[src/rtl/blink_set_controller_pkg.sv]
// Shared mode encoding and digit-pair blank masks for the time-setting sequencer.
package blink_set_controller_pkg;

    typedef enum logic [1:0] {
        MODE_RUN     = 2'd0,
        MODE_SET_HR  = 2'd1,
        MODE_SET_MIN = 2'd2,
        MODE_SET_SEC = 2'd3
    } mode_e;

    localparam logic [5:0] MASK_HR  = 6'b110000;
    localparam logic [5:0] MASK_MIN = 6'b001100;
    localparam logic [5:0] MASK_SEC = 6'b000011;

    function automatic logic [5:0] pairMask(input mode_e m);
        logic [5:0] mask;
        mask = 6'b000000;
        case (m)
            MODE_SET_HR:  mask = MASK_HR;
            MODE_SET_MIN: mask = MASK_MIN;
            MODE_SET_SEC: mask = MASK_SEC;
            default:      mask = 6'b000000;
        endcase
        return mask;
    endfunction

    function automatic mode_e nextMode(input mode_e m);
        mode_e n;
        n = MODE_RUN;
        case (m)
            MODE_RUN:     n = MODE_SET_HR;
            MODE_SET_HR:  n = MODE_SET_MIN;
            MODE_SET_MIN: n = MODE_SET_SEC;
            default:      n = MODE_RUN;
        endcase
        return n;
    endfunction

endpackage

[src/rtl/flick_edge_timeout.sv]
// Rising-edge detector on clkFlick plus a clearable edge counter that flags
// the edge completing LIMIT counted edges.
module flick_edge_timeout #(
    parameter int LIMIT = 60,
    parameter int TW    = 6
) (
    input  logic Clk,
    input  logic reset,
    input  logic clkFlick,
    input  logic countEn,
    input  logic clear,
    output logic flickRise,
    output logic timeoutHit
);

    logic          flickPrev_q;
    logic [TW-1:0] cnt_q, cnt_d;
    logic          atLimit;

    assign flickRise  = clkFlick & ~flickPrev_q;
    assign atLimit    = (cnt_q == TW'(LIMIT - 1));
    // A clear in the same cycle masks the hit so button pulses win over timeout.
    assign timeoutHit = countEn & ~clear & flickRise & atLimit;

    always_comb begin
        cnt_d = cnt_q;
        if (clear || timeoutHit) begin
            cnt_d = '0;
        end else if (countEn && flickRise) begin
            cnt_d = cnt_q + TW'(1);
        end
    end

    always_ff @(posedge Clk or negedge reset) begin
        if (!reset) begin
            flickPrev_q <= 1'b0;
            cnt_q       <= '0;
        end else begin
            flickPrev_q <= clkFlick;
            cnt_q       <= cnt_d;
        end
    end

endmodule

[src/rtl/blink_set_controller.sv]
// Time-setting sequencer: steps RUN/SET_HR/SET_MIN/SET_SEC, routes increment
// pulses, blinks the selected digit pair and auto-returns to RUN when idle.
module blink_set_controller
    import blink_set_controller_pkg::*;
#(
    parameter int TIMEOUT_EDGES = 60,
    parameter int TW            = 6,
    parameter int HOLD_EDGES    = 2
) (
    input  logic       Clk,
    input  logic       reset,
    input  logic       clkFlick,
    input  logic       btnMode,
    input  logic       btnInc,
    output logic [1:0] mode,
    output logic [5:0] blankMask,
    output logic       incHour,
    output logic       incMin,
    output logic       incSec
);

    localparam int HW = $clog2(HOLD_EDGES + 1);

    mode_e         mode_q, mode_d;
    logic [HW-1:0] hold_q, hold_d;
    logic [5:0]    blankMask_q, blankMask_d;
    logic          incHour_q, incHour_d;
    logic          incMin_q, incMin_d;
    logic          incSec_q, incSec_d;

    logic inSet;
    logic incAccepted;
    logic timeoutClear;
    logic flickRise;
    logic timeoutHit;

    assign inSet        = (mode_q != MODE_RUN);
    assign incAccepted  = btnInc & ~btnMode & inSet;
    assign timeoutClear = btnMode | btnInc | ~inSet;

    flick_edge_timeout #(
        .LIMIT (TIMEOUT_EDGES),
        .TW    (TW)
    ) u_timeout (
        .Clk        (Clk),
        .reset      (reset),
        .clkFlick   (clkFlick),
        .countEn    (inSet),
        .clear      (timeoutClear),
        .flickRise  (flickRise),
        .timeoutHit (timeoutHit)
    );

    always_comb begin
        mode_d      = mode_q;
        hold_d      = hold_q;
        blankMask_d = 6'b000000;
        incHour_d   = 1'b0;
        incMin_d    = 1'b0;
        incSec_d    = 1'b0;

        if (btnMode) begin
            mode_d = nextMode(mode_q);
        end else if (timeoutHit) begin
            mode_d = MODE_RUN;
        end

        if (mode_d != mode_q) begin
            hold_d = '0;
        end else if (incAccepted) begin
            hold_d = HW'(HOLD_EDGES);
        end else if (flickRise && (hold_q != '0)) begin
            hold_d = hold_q - HW'(1);
        end

        // Digits stay visible while the hold counter runs after an increment.
        if (inSet && clkFlick && (hold_q == '0)) begin
            blankMask_d = pairMask(mode_q);
        end

        incHour_d = incAccepted & (mode_q == MODE_SET_HR);
        incMin_d  = incAccepted & (mode_q == MODE_SET_MIN);
        incSec_d  = incAccepted & (mode_q == MODE_SET_SEC);
    end

    always_ff @(posedge Clk or negedge reset) begin
        if (!reset) begin
            mode_q      <= MODE_RUN;
            hold_q      <= '0;
            blankMask_q <= 6'b000000;
            incHour_q   <= 1'b0;
            incMin_q    <= 1'b0;
            incSec_q    <= 1'b0;
        end else begin
            mode_q      <= mode_d;
            hold_q      <= hold_d;
            blankMask_q <= blankMask_d;
            incHour_q   <= incHour_d;
            incMin_q    <= incMin_d;
            incSec_q    <= incSec_d;
        end
    end

    assign mode      = mode_q;
    assign blankMask = blankMask_q;
    assign incHour   = incHour_q;
    assign incMin    = incMin_q;
    assign incSec    = incSec_q;

endmodule

[config.mk]
export PLATFORM = sky130hd
export DESIGN_NAME = blink_set_controller
export DESIGN_NICKNAME = d
export VERILOG_FILES = /design/src/rtl/blink_set_controller_pkg.sv /design/src/rtl/flick_edge_timeout.sv /design/src/rtl/blink_set_controller.sv
export SDC_FILE = /design/constraint.sdc
export NUM_CORES = 1
export LEC_CHECK = 0
export CAP_MARGIN = 15
export CORE_MARGIN = 2
export CORE_UTILIZATION = 45
export CTS_CLUSTER_SIZE = 8
export DETAILED_ROUTE_END_ITERATION = 10
export DONT_BUFFER_PORTS = 1
export SYNTH_ARGS = -nofsm -noshare
export SYNTH_HDL_FRONTEND = slang
export SYNTH_HIERARCHICAL = 1
export SYNTH_SLANG_ARGS = --single-unit
[constraint.sdc]
create_clock -name Clk -period 5.9 [get_ports Clk]
set_input_delay 1.475 -clock Clk [delete_from_list [all_inputs] [get_ports Clk]]
set_output_delay 1.475 -clock Clk [all_outputs]
set_load 0.03 [all_outputs]
Word-level counts from Yosys, hierarchy flattened
Cells that the tools add are included.
{"block": "word_totals", "ff_bits": 20, "word_cells": 51, "ramBits": 0, "latchBits": 0, "in_bits": 5, "mem_count": 0, "out_inout_bits": 11, "mem_bits_ro": 0}
{"block": "classes", "bitwise_logic": 15, "div_mod_pow": 0, "order_cmp": 0, "shifts": 0, "mux": 10, "add_sub_neg": 2, "n_mul": 0, "n_eq_ne": 5, "n_reduce_logical": 11}
{"cell": "2-to-1 mux 6 bit", "n": 3}
{"cell": "one-hot mux 6 bit (3 select lines)", "n": 1}
{"cell": "2-to-1 mux 2 bit", "n": 5}
{"cell": "bitwise AND 1 bit", "n": 9}
{"cell": "adder 6 x 1 -> 6 bit (second input constant)", "n": 1}
{"cell": "== test 6 bit (second input constant)", "n": 1}
{"cell": "one-hot mux 2 bit (3 select lines)", "n": 1}
{"cell": "nonzero test 2 bit", "n": 3}
{"cell": "== test 2 bit (second input constant)", "n": 2}
{"cell": "logical AND 1 bit", "n": 4}
{"cell": "zero test 2 bit", "n": 2}
{"cell": "inverter 1 bit", "n": 4}
{"cell": "nonzero test 3 bit", "n": 1}
{"cell": "== test 2 x 1 -> 1 bit (second input constant)", "n": 1}
{"cell": "inequality test 2 bit", "n": 1}
{"cell": "OR 1 bit", "n": 2}
{"cell": "subtractor 2 x 1 -> 2 bit (second input constant)", "n": 1}
{"cell": "logical OR 1 bit", "n": 1}

Logic depth before layout (Yosys ltp)
Gate-level depths: netlist of run 1.
{"block": "logic_depth", "word_depth": 11, "depth_mapped": 8, "depth_no_buf": 8}

Modules after synthesis
The synthesis of run 1 kept the hierarchy.
{"module": "blink_set_controller", "seq_area_each_um2": 250.2, "n_inst": 1, "area_per_inst_um2": 575.6, "cells_each": 52}
{"module": "flick_edge_timeout", "seq_area_each_um2": 175.2, "n_inst": 1, "area_per_inst_um2": 387.9, "cells_each": 38}

Worst setup path after synthesis of run 1
OpenSTA, ideal clock, no wires.
{"block": "synth_path", "path_kind": "input-to-reg", "startpoint": "in btnMode", "endpoint": "reg hold_q[0]", "path_buffers": 0, "setup_ns": 0.135, "arrival_ns": 2.532, "path_stages": 5, "setup_slack_ns": 3.233, "required_time_ns": 5.765, "path_cell_list": "or3_2 > nor3_1 > o21ai_1 > nand2b_1 > a221oi_2"}
{"block": "synth_via", "elab_chain_len": 10, "elab_cells_between_ends": 15, "cone_classes": "1 x eq/ne; 4 x mux; 9 x bitwise; 1 x reduce/logical"}
{"element": "start: declaration", "line": "blink_set_controller.sv:13", "source": "input logic btnMode,"}
{"element": "OR 1 bit * (2 in a row)", "line": "blink_set_controller.sv:39", "source": "assign timeoutClear = btnMode | btnInc | ~inSet;"}
{"element": "inverter 1 bit *", "line": "flick_edge_timeout.sv:23", "source": "assign timeoutHit = countEn & ~clear & flickRise & atLimit;"}
{"element": "bitwise AND 1 bit * (3 in a row)", "line": "flick_edge_timeout.sv:23"}
{"element": "named net timeoutHit", "line": "blink_set_controller.sv:35", "source": "logic timeoutHit;"}
{"element": "2-to-1 mux 2 bit *", "line": "blink_set_controller.sv:64", "source": "end else if (timeoutHit) begin"}
{"element": "2-to-1 mux 2 bit *", "line": "blink_set_controller.sv:62", "source": "if (btnMode) begin"}
{"element": "inequality test 2 bit *", "line": "blink_set_controller.sv:68", "source": "if (mode_d != mode_q) begin"}
{"element": "nonzero test 3 bit (no source line) or 2-to-1 mux 2 bit (tied branches)"}
{"element": "end signal: assignment", "line": "blink_set_controller.sv:96", "source": "hold_q <= hold_d;"}
{"element": "end: declaration", "line": "blink_set_controller.sv:25", "source": "logic [HW-1:0] hold_q, hold_d;"}
Mark *: on every way through the listed nets, which the timed path passes. The rest lies on a longest branch.
A chain may end at the register's enable or synchronous reset.

Worst setup path in the final report of run 1
{"block": "layout_path", "startpoint": "reg mode_q[0] (netlist: mode[0])", "endpoint": "reg hold_q[1]"}
{"block": "layout_via", "elab_chain_len": 11, "elab_cells_between_ends": 18, "cone_classes": "3 x eq/ne; 5 x mux; 7 x bitwise; 3 x reduce/logical"}
{"element": "start: declaration", "line": "blink_set_controller.sv:24", "source": "mode_e mode_q, mode_d;"}
{"element": "start signal: assignment", "line": "blink_set_controller.sv:95", "source": "mode_q <= mode_d;"}
{"element": "nonzero test 2 bit *", "line": "blink_set_controller.sv:37", "source": "assign inSet = (mode_q != MODE_RUN);"}
{"element": "inverter 1 bit *", "line": "blink_set_controller.sv:39"}
{"element": "OR 1 bit *", "line": "blink_set_controller.sv:39"}
{"element": "named net timeoutClear", "line": "blink_set_controller.sv:33", "source": "logic timeoutClear;"}
{"element": "inverter 1 bit *", "line": "flick_edge_timeout.sv:23"}
{"element": "bitwise AND 1 bit * (3 in a row)", "line": "flick_edge_timeout.sv:23"}
{"element": "named net timeoutHit", "line": "blink_set_controller.sv:35"}
{"element": "2-to-1 mux 2 bit *", "line": "blink_set_controller.sv:64"}
{"element": "2-to-1 mux 2 bit *", "line": "blink_set_controller.sv:62"}
{"element": "inequality test 2 bit *", "line": "blink_set_controller.sv:68"}
{"element": "nonzero test 3 bit (no source line) or 2-to-1 mux 2 bit (tied branches)"}
Marks and branches as above.

==> flow_summary.json, run 1 <==
{
  "fin_crit_sh": 0.438,
  "post_synth_mux_area_share": 0,
  "status": "completed",
  "first_pass_iters": 4,
  "ir_drop_uv": 247,
  "ys_warn_count": 6,
  "grt_start_max_net_pins": 18,
  "antenna-diode-count": 0,
  "cellLeakagePower_nw": 0.424,
  "cp.arrival_ns": 2.76,
  "synth_flop_cell": "dfrtp_1",
  "synth_common_cells": "dfrtp_1, ha_1, inv_1, nand2_1, and2_1",
  "avgRoutedWirePerCell_um": 13.9,
  "max_freq_mhz": 387,
  "drive_above_1_share": 0.0879,
  "root_buffer": "clkbuf_4",
  "max_cap_viol_count": 0,
  "seq_area_frac_synth": 0.442,
  "via_per_inst": 5.46,
  "dpl.hpwl_um": 1210,
  "hold_viol_final": 0,
  "synthSimpleGateAreaFrac": 0.210,
  "synth_edf_count": 0,
  "syn_area_um2": 963,
  "postPlaceCellArea_um2": 975,
  "rows": 16,
  "holdCritPathClass": "register to register",
  "nNetsFinal": 106,
  "startpoint": "mode[0]$_DFF_PN0_",
  "cts_buffers": 3,
  "core_area_mm2": 0.00198,
  "p_total_mw": 0.373,
  "min_period_ns": 2.59,
  "critical_path.reg2reg.startpoint": "mode[0]$_DFF_PN0_",
  "cts_tree": "yes",
  "crit_type": "register to register",
  "syn_area_per_cell_um2": 10.7,
  "setup_tns_ns": 0,
  "gp_congestion": 0.815,
  "r2r_cells": 7,
  "tightest_slew_ns": 0.539,
  "max_slew_margin": 0.641,
  "clock_latency_ns": 0.29,
  "dieArea_mm2": 0.00253,
  "critPathLaunchType": "register",
  "reg2reg_slack_ns": 3.31,
  "rsz0062_at_grt": "no",
  "endpoint_kind": "register",
  "die_h_um": 50.3,
  "start_util": 0.486,
  "synth_compound_area_frac": 0.171,
  "synth_top_area_cell": "dfrtp_1",
  "pin_count": 16,
  "final_cells": 118,
  "r2r-end": "hold_q[1]$_DFFE_PN0P_",
  "stdcell_area_mm2": 0.00100,
  "synth_top_family_by_area": "simple AND/OR/NAND/NOR gates",
  "area_growth_pct": 3.90,
  "cts_sinks": 17,
  "setup_violations": 0,
  "synth.distinct_cells": 34,
  "vias": 644,
  "powerDensity_mw_per_mm2": 373,
  "yosysTopAreaCellShare": 0.442,
  "async_reset_ff_frac": 1.00,
  "synth_cells": 90,
  "track_usage": 0.154,
  "ant_nets": 0,
  "grt_pass1_wl_um": 2910,
  "maxSlewViolCount": 0,
  "synthAdderAreaFrac": 0.117,
  "fin_skew_ns": 0.00265,
  "drt_wl_total_um": 1640,
  "h-tree-depth": 1,
  "postCtsSetupBuffers": 0,
  "place_inst": 114,
  "antenna_found_initial": 0,
  "cp.required_ns": 6.08,
  "syn-num-nets": 104,
  "clock_path_buffers": 2,
  "cp_max_fo": 9,
  "drtIter0Drc": 11,
  "worstSetupEndpoint": "hold_q[1]$_DFFE_PN0P_",
  "cts.repair.resized": 0,
  "ys_ff_latch": 17,
  "synth_most_common_cell": "dfrtp_1",
  "overflow": 0,
  "drc": 0,
  "yosys-top-cells-area": "dfrtp_1, ha_1, and2_1, inv_1, nand2_1",
  "clkTransAtPathRegs_ns": 0.10,
  "die_w_um": 50.3,
  "cts_hold_buf": 0,
  "port_buffers": 0,
  "grt_pass1_vias": 600,
  "synth_xor_area_frac": 0.00909
}
## sequential cells by signal, indices dropped and copies added (netlist names)
name / count
incMin: 1
blankMask: 3
incHour: 1
hold_q: 2
incSec: 1
mode: 2
u_timeout/flickPrev_q: 1
u_timeout/cnt_q: 6
## worst max-delay path, stage by stage, from the launching register on
cell and delay (ns):
dfrtp_1 0.69, inv_1 0.20, ha_1 0.32, or3_2 0.59
nor3_1 0.35, o21ai_1 0.11, nand2b_1 0.12, a21oi_1 0.08
## area by class of cell
| class | count | area, µm² |
|---|---|---|
| fillers | 179 | 981 |
| multi-input cells | 63 | 489 |
| flip-flops and latches | 17 | 425 |
| well taps | 27 | 33.8 |
| inverters | 7 | 26.3 |
| clock buffers | 4 | 26.3 |
## per-layer routing
metal | global-route usage | wire [µm]
met3 | 0.0268 | 49
met5 | 0 | 0
met2 | 0.206 | 740
met4 | 0.0833 | 29
met1 | 0.232 | 820
## worst min-delay path by stage
| stage | start | end | cells after the start |
|---|---|---|---|
| 2_1_floorplan | hold_q[0]$_DFFE_PN0P_ | hold_q[0]$_DFFE_PN0P_ | 2 |
| 3_3_place_gp | hold_q[0]$_DFFE_PN0P_ | hold_q[0]$_DFFE_PN0P_ | 2 |
| 3_5_place_dp | hold_q[0]$_DFFE_PN0P_ | hold_q[0]$_DFFE_PN0P_ | 2 |
| 4_1_cts | hold_q[0]$_DFFE_PN0P_ | hold_q[0]$_DFFE_PN0P_ | 2 |
| 5_1_grt | hold_q[0]$_DFFE_PN0P_ | hold_q[0]$_DFFE_PN0P_ | 2 |
| 6_report | hold_q[0]$_DFFE_PN0P_ | hold_q[0]$_DFFE_PN0P_ | 2 |
## placed cells by master, fill, tap and decap left out, drive strengths merged, types with 2 or more instances in the layout
cell type	count
clkbuf	4
nand4b	2
o211ai	3
dfrtp	17
inv	7
ha	9
nor3	2
nand2b	3
and2	6
nor3b	2
a21oi	5
nand2	7
o31ai	2
o21ai	5
## kinds of logic after synthesis
| kind of cell | after synthesis |
|---|---|
| DFF | 17 |
| buffers and inverters | 10 |
| and+or+nand+nor | 30 |
| AOI/OAI and AO/OA | 23 |
| xor gates and xnor gates | 1 |
| adders and majority gates | 9 |
## report_power, final
part           switching (mW)  internal, mW
sequential             0.0607         0.134
combinational          0.0663        0.0501
clock                  0.0361        0.0263
## stage by stage
| step | worst slack (ns) | hold slack [ns] | util |
|---|---|---|---|
| floorplan | 3.23 | 0.513 | - |
| global route | 3.17 | 0.584 | 0.505 |
| global placement | 3.14 | 0.536 | 0.492 |
| finish | 3.31 | 0.549 | 0.505 |
| detailed placement | 3.09 | 0.534 | 0.492 |
| CTS | 3.31 | 0.549 | 0.505 |
(Power assumes the default switching activity.)
==> inputs of run 2 (changes only) <==
- clock period: 5.9 -> 2.63 ns (I/O delays scaled with it)
==> flow_summary.json, run 2 (synthesized netlist as in run 1, its figures left out) <==
{
  "status": "completed",
  "fin_ws_ns": 0.506,
  "met2_length_um": 808,
  "path_cells": "inv_1, ha_1, or3_2, nor3_1, o21ai_1, nand2b_1, a221oi_2",
  "reg2reg_slack_ns": 0.51,
  "holdCritPathClass": "input pin to asynchronous set/reset pin",
  "drt-met1-wl_um": 778,
  "max_cap_viol_count": 0,
  "max_freq_mhz": 471,
  "r2r_cells": 7,
  "cts_tree": "yes",
  "dieArea_mm2": 0.00253,
  "avgRoutedWirePerCell_um": 14.1,
  "h-tree-depth": 1,
  "cellLeakagePower_nw": 0.433,
  "via_per_inst": 5.59,
  "clkTransAtPathRegs_ns": 0.11,
  "worstSetupEndpoint": "hold_q[0]$_DFFE_PN0P_",
  "postCtsSetupBuffers": 0,
  "grt_pass1_vias": 658,
  "endpoint_kind": "register",
  "fin_crit_sh": 0.808,
  "drtIter0Drc": 12,
  "cp.required_ns": 2.80,
  "cp.arrival_ns": 2.29,
  "pin_count": 16,
  "crit_type": "register to register",
  "rsz0062_at_grt": "no",
  "first_pass_iters": 4,
  "area_growth_pct": 5.84,
  "dp_slack_ns": 0.556,
  "startpoint": "mode[0]$_DFF_PN0_",
  "track_usage": 0.152,
  "final_cell_mix": "dfrtp_1, ha_1, inv_1, nand2_1, and2_1",
  "grt_pass1_wl_um": 2890,
  "gp_congestion": 0.810,
  "top_register": "u_timeout/cnt_q",
  "final-seq-area_um2": 425,
  "cts.repair.resized": 0,
  "die_w_um": 50.3,
  "drive_above_1_share": 0.118,
  "ant_nets": 0,
  "final_cells": 120,
  "critPathLaunchType": "register",
  "drc": 0,
  "ir_drop_uv": 797,
  "max_slew_margin": 0.648,
  "cts_sinks": 17,
  "core_area_mm2": 0.00198,
  "r2r-end": "hold_q[0]$_DFFE_PN0P_",
  "min_period_ns": 2.12,
  "drt_wl_total_um": 1690,
  "clock_path_buffers": 2,
  "cts_buffers": 3,
  "multi_input_area_um2": 489,
  "maxSlewViolCount": 0,
  "fin_skew_ns": 0.00873,
  "setup_violations": 0,
  "cts_hold_buf": 0,
  "mostFrequentLayoutCell": "dfrtp_1",
  "hold_slack_ns": 0.0378,
  "port_buffers": 0,
  "die_h_um": 50.3,
  "setup_tns_ns": 0,
  "antenna-diode-count": 0,
  "overflow": 0,
  "cp_max_fo": 7,
  "tightest_slew_ns": 0.529,
  "vias": 671,
  "dpl.hpwl_um": 1260,
  "nNetsFinal": 108,
  "place_inst": 116,
  "highest_layer": "met4",
  "clock_latency_ns": 0.29,
  "fin_util": 0.515,
  "antenna_found_initial": 0,
  "grt_start_max_net_pins": 18,
  "n_fill_cell": 186,
  "hold_viol_final": 0,
  "root_buffer": "clkbuf_4",
  "slowest_stage": "or3_2",
  "start_util": 0.486,
  "rows": 16,
  "critical_path.reg2reg.startpoint": "mode[0]$_DFF_PN0_",
  "largest_reg_flops": 6,
  "cpPeakStageDelay_ns": 0.58,
  "powerDensity_mw_per_mm2": 853,
  "wl_met3_um": 89
}
-- run 2: per-stage QoR --
step | cell area [µm²] | total power, mW
3_3_place_gp | 990 | 0.725
4_1_cts | 1020 | 0.882
6_report | 1020 | 0.870
5_1_grt | 1020 | 0.937
2_1_floorplan | 963 | 0.659
3_5_place_dp | 990 | 0.734
-- run 2: area by class of cell --
cell class,instances,area share
tap,27,0.0331
timing repair buffer,2,0.0147
clock buffer,3,0.0221
inverter,7,0.0258
sequential,17,0.417
multi-input combinational,63,0.480
clock inverter,1,0.00736
-- run 2: routing by layer --
layer	global-route usage	up-vias
met5	0	-
met4	0.0694	0
met3	0.0536	2
met2	0.232	12
met1	0.192	327
li1	-	330
-- run 2: critical path, delay by kind of cell (launching register included) --
kind | cells | cell delay [ns]
adder cells (fa/ha/maj) | 1 | 0.27
AO/OA/AOI/OAI | 2 | 0.19
AND/OR/NAND/NOR | 3 | 1.07
flip-flops | 1 | 0.37
buffers and inverters | 1 | 0.09
-- run 2: worst min path at each step --
| stage | endpoint | slack (ns) | depth (start not counted) |
|---|---|---|---|
| final | blankMask[4]$_DFF_PN0_ | 0.04 | 0 |
| after CTS | u_timeout/cnt_q[4]$_DFFE_PN0P_ | 0.03 | 0 |
| after global placement | incMin$_DFF_PN0_ | 0.36 | 0 |
| after detailed placement | u_timeout/cnt_q[4]$_DFFE_PN0P_ | 0.36 | 0 |
| after global routing | u_timeout/cnt_q[4]$_DFFE_PN0P_ | 0.01 | 0 |
| after floorplan | blankMask[1]$_DFF_PN0_ | 0.36 | 0 |
-- run 2: where the power goes --
group | internal, mW | switching [mW] | total, mW
Combinational | 0.133 | 0.221 | 0.354
Clock | 0.0579 | 0.0866 | 0.145
Sequential | 0.301 | 0.0707 | 0.372
==> inputs of run 3 (changes only) <==
- clock period: 2.63 -> 1.79 ns (I/O delays scaled with it)
==> flow_summary.json, run 3 (synthesized netlist as in run 1, its figures left out) <==
{
  "drive_above_1_share": 0.224,
  "nNetsFinal": 113,
  "path_cells": "inv_2, ha_2, or3_4, nor3_4, o21ai_1, nand2b_1, a221oi_2",
  "drc": 0,
  "track_usage": 0.159,
  "n_fill_cell": 184,
  "critical_path.reg2reg.startpoint": "mode[0]$_DFF_PN0_",
  "grt_pass1_vias": 642,
  "status": "completed",
  "final_cells": 125,
  "port_buffers": 0,
  "setup_tns_ns": 0,
  "r2r_cells": 7,
  "area_growth_pct": 12.1,
  "dieArea_mm2": 0.00253,
  "top_register": "u_timeout/cnt_q",
  "ir_drop_uv": 698,
  "crit_type": "register to register",
  "cellLeakagePower_nw": 0.465,
  "h-tree-depth": 1,
  "cp.required_ns": 1.95,
  "core_area_mm2": 0.00198,
  "dpl.hpwl_um": 1280,
  "dp_slack_ns": 0.0573,
  "powerDensity_mw_per_mm2": 1220,
  "max_cap_viol_count": 0,
  "worstSetupEndpoint": "hold_q[0]$_DFFE_PN0P_",
  "maxSlewViolCount": 0,
  "cpPeakStageDelay_ns": 0.41,
  "critPathLaunchType": "register",
  "slowest_stage": "or3_4",
  "gp_congestion": 0.720,
  "overflow": 0,
  "holdCritPathClass": "input pin to register",
  "grt_pass1_wl_um": 2980,
  "first_pass_iters": 4,
  "fin_ws_ns": 0.117,
  "reg2reg_slack_ns": 0.12,
  "max_slew_margin": 0.488,
  "startpoint": "mode[0]$_DFF_PN0_",
  "die_h_um": 50.3,
  "cts_tree": "yes",
  "mostFrequentLayoutCell": "dfrtp_1",
  "antenna-diode-count": 0,
  "pin_count": 16,
  "min_period_ns": 1.67,
  "die_w_um": 50.3,
  "final_cell_mix": "dfrtp_1, ha_1, nand2_1, and2_1, buf_4",
  "cp_max_fo": 6,
  "max_freq_mhz": 598,
  "hold_viol_final": 0,
  "endpoint_kind": "register",
  "fin_crit_sh": 0.935,
  "hold_slack_ns": 0.181,
  "clock_path_buffers": 2,
  "r2r-end": "hold_q[0]$_DFFE_PN0P_",
  "fin_skew_ns": 0.00876,
  "drtIter0Drc": 18,
  "cts_buffers": 3,
  "via_per_inst": 5.46,
  "root_buffer": "clkbuf_4",
  "drt_wl_total_um": 1760,
  "largest_reg_flops": 6,
  "avgRoutedWirePerCell_um": 14.0,
  "rows": 16,
  "setup_violations": 0,
  "tightest_slew_ns": 0.765,
  "start_util": 0.486,
  "grt_start_max_net_pins": 18,
  "vias": 682,
  "place_inst": 116,
  "clkTransAtPathRegs_ns": 0.10,
  "cp.arrival_ns": 1.83,
  "antenna_found_initial": 0,
  "clock_latency_ns": 0.29,
  "ant_nets": 0,
  "p_total_mw": 1.32,
  "cts_sinks": 17
}
==> run 3: cell count changes in the layout (fill, tap and decap cells not counted), sizes merged <==
cell         delta
dlygate4sd3     +1
buf             +4
==> run 3: area by class of cell <==
type	instances	area, µm²	share of cell area
clock inverters	1	7.51	0.00695
repair buffers	7	55.1	0.0510
well taps	27	33.8	0.0313
inverters	7	26.3	0.0243
multi-input cells	63	507	0.469
clock buffers	3	22.5	0.0209
flip-flops and latches	17	428	0.396
==> run 3: how the worst min path moves through the flow <==
stage | cells after the start | endpoint | slack, ns | from
after floorplan | 0 | blankMask[1]$_DFF_PN0_ | 0.15 | reset
after global placement | 0 | u_timeout/cnt_q[5]$_DFFE_PN0P_ | 0.15 | reset
after detailed placement | 0 | u_timeout/cnt_q[3]$_DFFE_PN0P_ | 0.15 | reset
after CTS | 0 | u_timeout/flickPrev_q$_DFF_PN0_ | 0.17 | clkFlick
after global routing | 0 | u_timeout/flickPrev_q$_DFF_PN0_ | 0.15 | clkFlick
final | 0 | u_timeout/flickPrev_q$_DFF_PN0_ | 0.18 | clkFlick
==> run 3: critical path: cells and delay by family (launching register included) <==
| kind | cells | cell delay (ns) |
|---|---|---|
| adder cells (fa/ha/maj) | 1 | 0.22 |
| buffers and inverters | 1 | 0.06 |
| flip-flops | 1 | 0.38 |
| AND/OR/NAND/NOR | 3 | 0.74 |
| AO/OA/AOI/OAI | 2 | 0.16 |
==> run 3: metal layers <==
layer,track usage,vias up,wire [µm]
li1,-,337,-
met1,0.208,320,767
met2,0.232,19,839
met3,0.0506,6,105
met4,0.0833,0,44
met5,0,-,0
==> run 3: metrics by stage <==
step           area, µm²   util
2_1_floorplan        983      -
3_3_place_gp        1010  0.509
3_5_place_dp        1010  0.509
4_1_cts             1050  0.530
5_1_grt             1080  0.545
6_report            1080  0.545
==> run 3: report_power, final <==
| group | leakage [nW] | total (mW) | switching, mW | internal [mW] |
|---|---|---|---|---|
| clock | 0.0139 | 0.213 | 0.128 | 0.0848 |
| combinational | 0.224 | 0.555 | 0.331 | 0.225 |
| sequential | 0.227 | 0.554 | 0.107 | 0.447 |
| total | 0.465 | 1.32 | 0.566 | 0.756 |
==> run 3: timing repair <==
item / 4_1_cts / 5_1_grt
setup endpoints to repair: 0 / 3
gates resized for setup: 0 / 1
hold buffers: 1 / 0
endpoints found under the hold margin: 17 / 0
buffers inserted: 0 / 4
==> RTL change: new RTL, config.mk and constraints of run 1 <==
`HOLD_EDGES`: 2 -> 4.
--- a/src/rtl/blink_set_controller.sv
+++ b/src/rtl/blink_set_controller.sv
@@ -7,3 +7,3 @@
     parameter int TW            = 6,
-    parameter int HOLD_EDGES    = 2
+    parameter int HOLD_EDGES    = 4
 ) (
Formal check against the unedited RTL: not equivalent (Yosys sat finds a counterexample within 10 cycles, from zero or initial values and one cycle with reset low).
==> RTL change against run 1 <==
Sequential cell count rose by 1. Setup slack improved by 0.072 ns. Routed wire length rose by 1.1%. Critical path type is now in2reg. Synthesized area rose by 0.78%. Final area rose by 1.8%. Cell count rose by 3.4%. First-iteration DRC count rose by 45%.
Power is not compared: it rests on default switching activity, and its combinational part moved more than twofold at a synthesized area within 25%.
==> RTL change: results (changes against run 1) <==
Hold path
  – Hold_sp: hold_q[1] (was hold_q[0])
  – HP Class: reg2reg (unchanged)

Synthesis
  – Cells taking the most area after synthesis: dfrtp_1, ha_1, a21oi_1 (was dfrtp_1, ha_1, and2_1)
  – Fraction of registers with async set/reset: 100% (unchanged)
  – Register area share after synthesis: 46.4% (was 44.2%)
  – Cells after synthesis: 94 (was 90)
  – Synth cell types: 30 (was 34)
  – Post-Syn Nets: 108 (was 104)
  – Synth top cells by count: dfrtp_1, ha_1, inv_1, nand2_1 (was dfrtp_1, ha_1, inv_1, nand2_1, and2_1)
  – Main flop type after synthesis: dfrtp_1 (unchanged)

Critical path
  – WP data arrival: 2.69 ns (was 2.76 ns)
  – Crit path from: btnMode (was mode[0])
  – Crit Path Max Fanout: 8 (was 9)
  – Worst flop-to-flop path startpoint: mode[0] (unchanged)

Placement
  – Dpl cell area: 982 sq um (was 975 sq um)
  – PortBufs: 0 (unchanged)
  – Pre-CTS WS: 3.11 ns (was 3.09 ns)
  – GPL Wtd Cong: 0.751 (was 0.815)
  – Detailed Place HPWL: 1.25 mm (was 1.21 mm)
  – Post-Place Cells: 118 (was 114)

Clock network
  – Later-pin clock latency in the skew report: 0.29 ns (about the same)
  – Post-CTS Resized: 0 (unchanged)
  – Post-CTS Setup Inserts: 0 (unchanged)
  – Clock Pin Slew Worst Setup and Hold Paths: 0.10 ns (about the same)
  – Clk buf depth: 2 (unchanged)
  – Htree depth: 1 (unchanged)

Cells and area
  – Max reg flops: 6 (unchanged)
  – Fraction of layout cells with a size suffix above 1: 6.32% (was 8.79%)
  – ANT cells: 0 (unchanged)
  – Fillcell total: 188 (was 179)
  – Reg with most FFs: u_timeout/cnt_q (unchanged)

Timing
  – Pin slew with the least headroom to its limit: 0.534 ns (was 0.539 ns)
  – Setup Skew: 0.0120 ns (was 0.00265 ns)

Routing
  – Vias/cell: 5.66 (was 5.46)
  – DR pass1 iterations: 4 (unchanged)
  – Routed length per placed instance: 13.6 microns (was 13.9 microns)
  – Iter 0 DRT Violations: 16 (was 11)
  – Final wirelength: 1.66 mm (was 1.64 mm)

Outcome
  – Status: finished, final reports clean (unchanged)

GRT
  – Largest net degree at the start of global routing: 19 (was 18)
  – Antenna violations before repair: 0 (unchanged)
  – Vias in the first global route: 635 (was 600)
  – Total track usage: 15.1% (was 15.4%)
  – First-pass GRT wire length: 2.91 mm (unchanged)

Power and ir drop
  – Lkg Pwr: 0.000456 uW
RTL change: cell types whose count changed in the layout (fill, tap and decap cells not counted), moves of 2 or more:
cell,delta
and3_1,+2
o21ai_0,+2
and2_1,-3
or3_1,+4
RTL change: kinds of logic (layout without fill, tap and decap cells):
logic type | after synthesis | after routing | share of synthesized area, %
AO/OA/AOI/OAI | 22 | 22 | 14.3
buffers and inverters | 11 | 12 | 5.41
adder cells (fa/ha/maj) | 9 | 9 | 11.6
flip-flops | 18 | 18 | 46.4
AND/OR/NAND/NOR | 34 | 34 | 22.3
RTL change: path summary, 6_finish.rpt:
| kind | slack [ns] | depth (start not counted) | end |
|---|---|---|---|
| setup / recovery | 3.39 | 5 | hold_q[0] |
| hold / removal | 0.56 | 2 | hold_q[1] |
| setup reg to reg | 3.49 | 7 | hold_q[0] |
| hold reg to reg | 0.56 | 2 | hold_q[1] |
| max in group asynchronous | 4.96 | 0 | hold_q[1] |
| min in group asynchronous | 0.86 | 0 | u_timeout/cnt_q[5] |
RTL change: area by class of cell:
cell class              instances  area (sq um)  area share, %
clock buffers                   4          36.3           3.56
flip-flops and latches         18           450           44.2
inverters                       8          30.0           2.95
well taps                      27          33.8           3.32
multi-input cells              65           468           45.9
RTL change: power breakdown:
part / total [uW] / internal [uW] / switching, uW
clock network: 75.7 / 37.5 / 38.2
logic: 44.2 / 17.6 / 26.6
registers: 164 / 133 / 30.9
RTL change: worst max-delay path, cell delays in order:
cell,delay [ns]
or3_1,0.48
nor3_1,0.34
o21ai_0,0.19
nand3b_1,0.15
a21oi_1,0.05
RTL change: routing by layer:
metal,wire length [microns],track usage (%)
met1,800,21.2
met3,93,2.98
met2,747,23.0
met4,15,5.86
met5,0,0
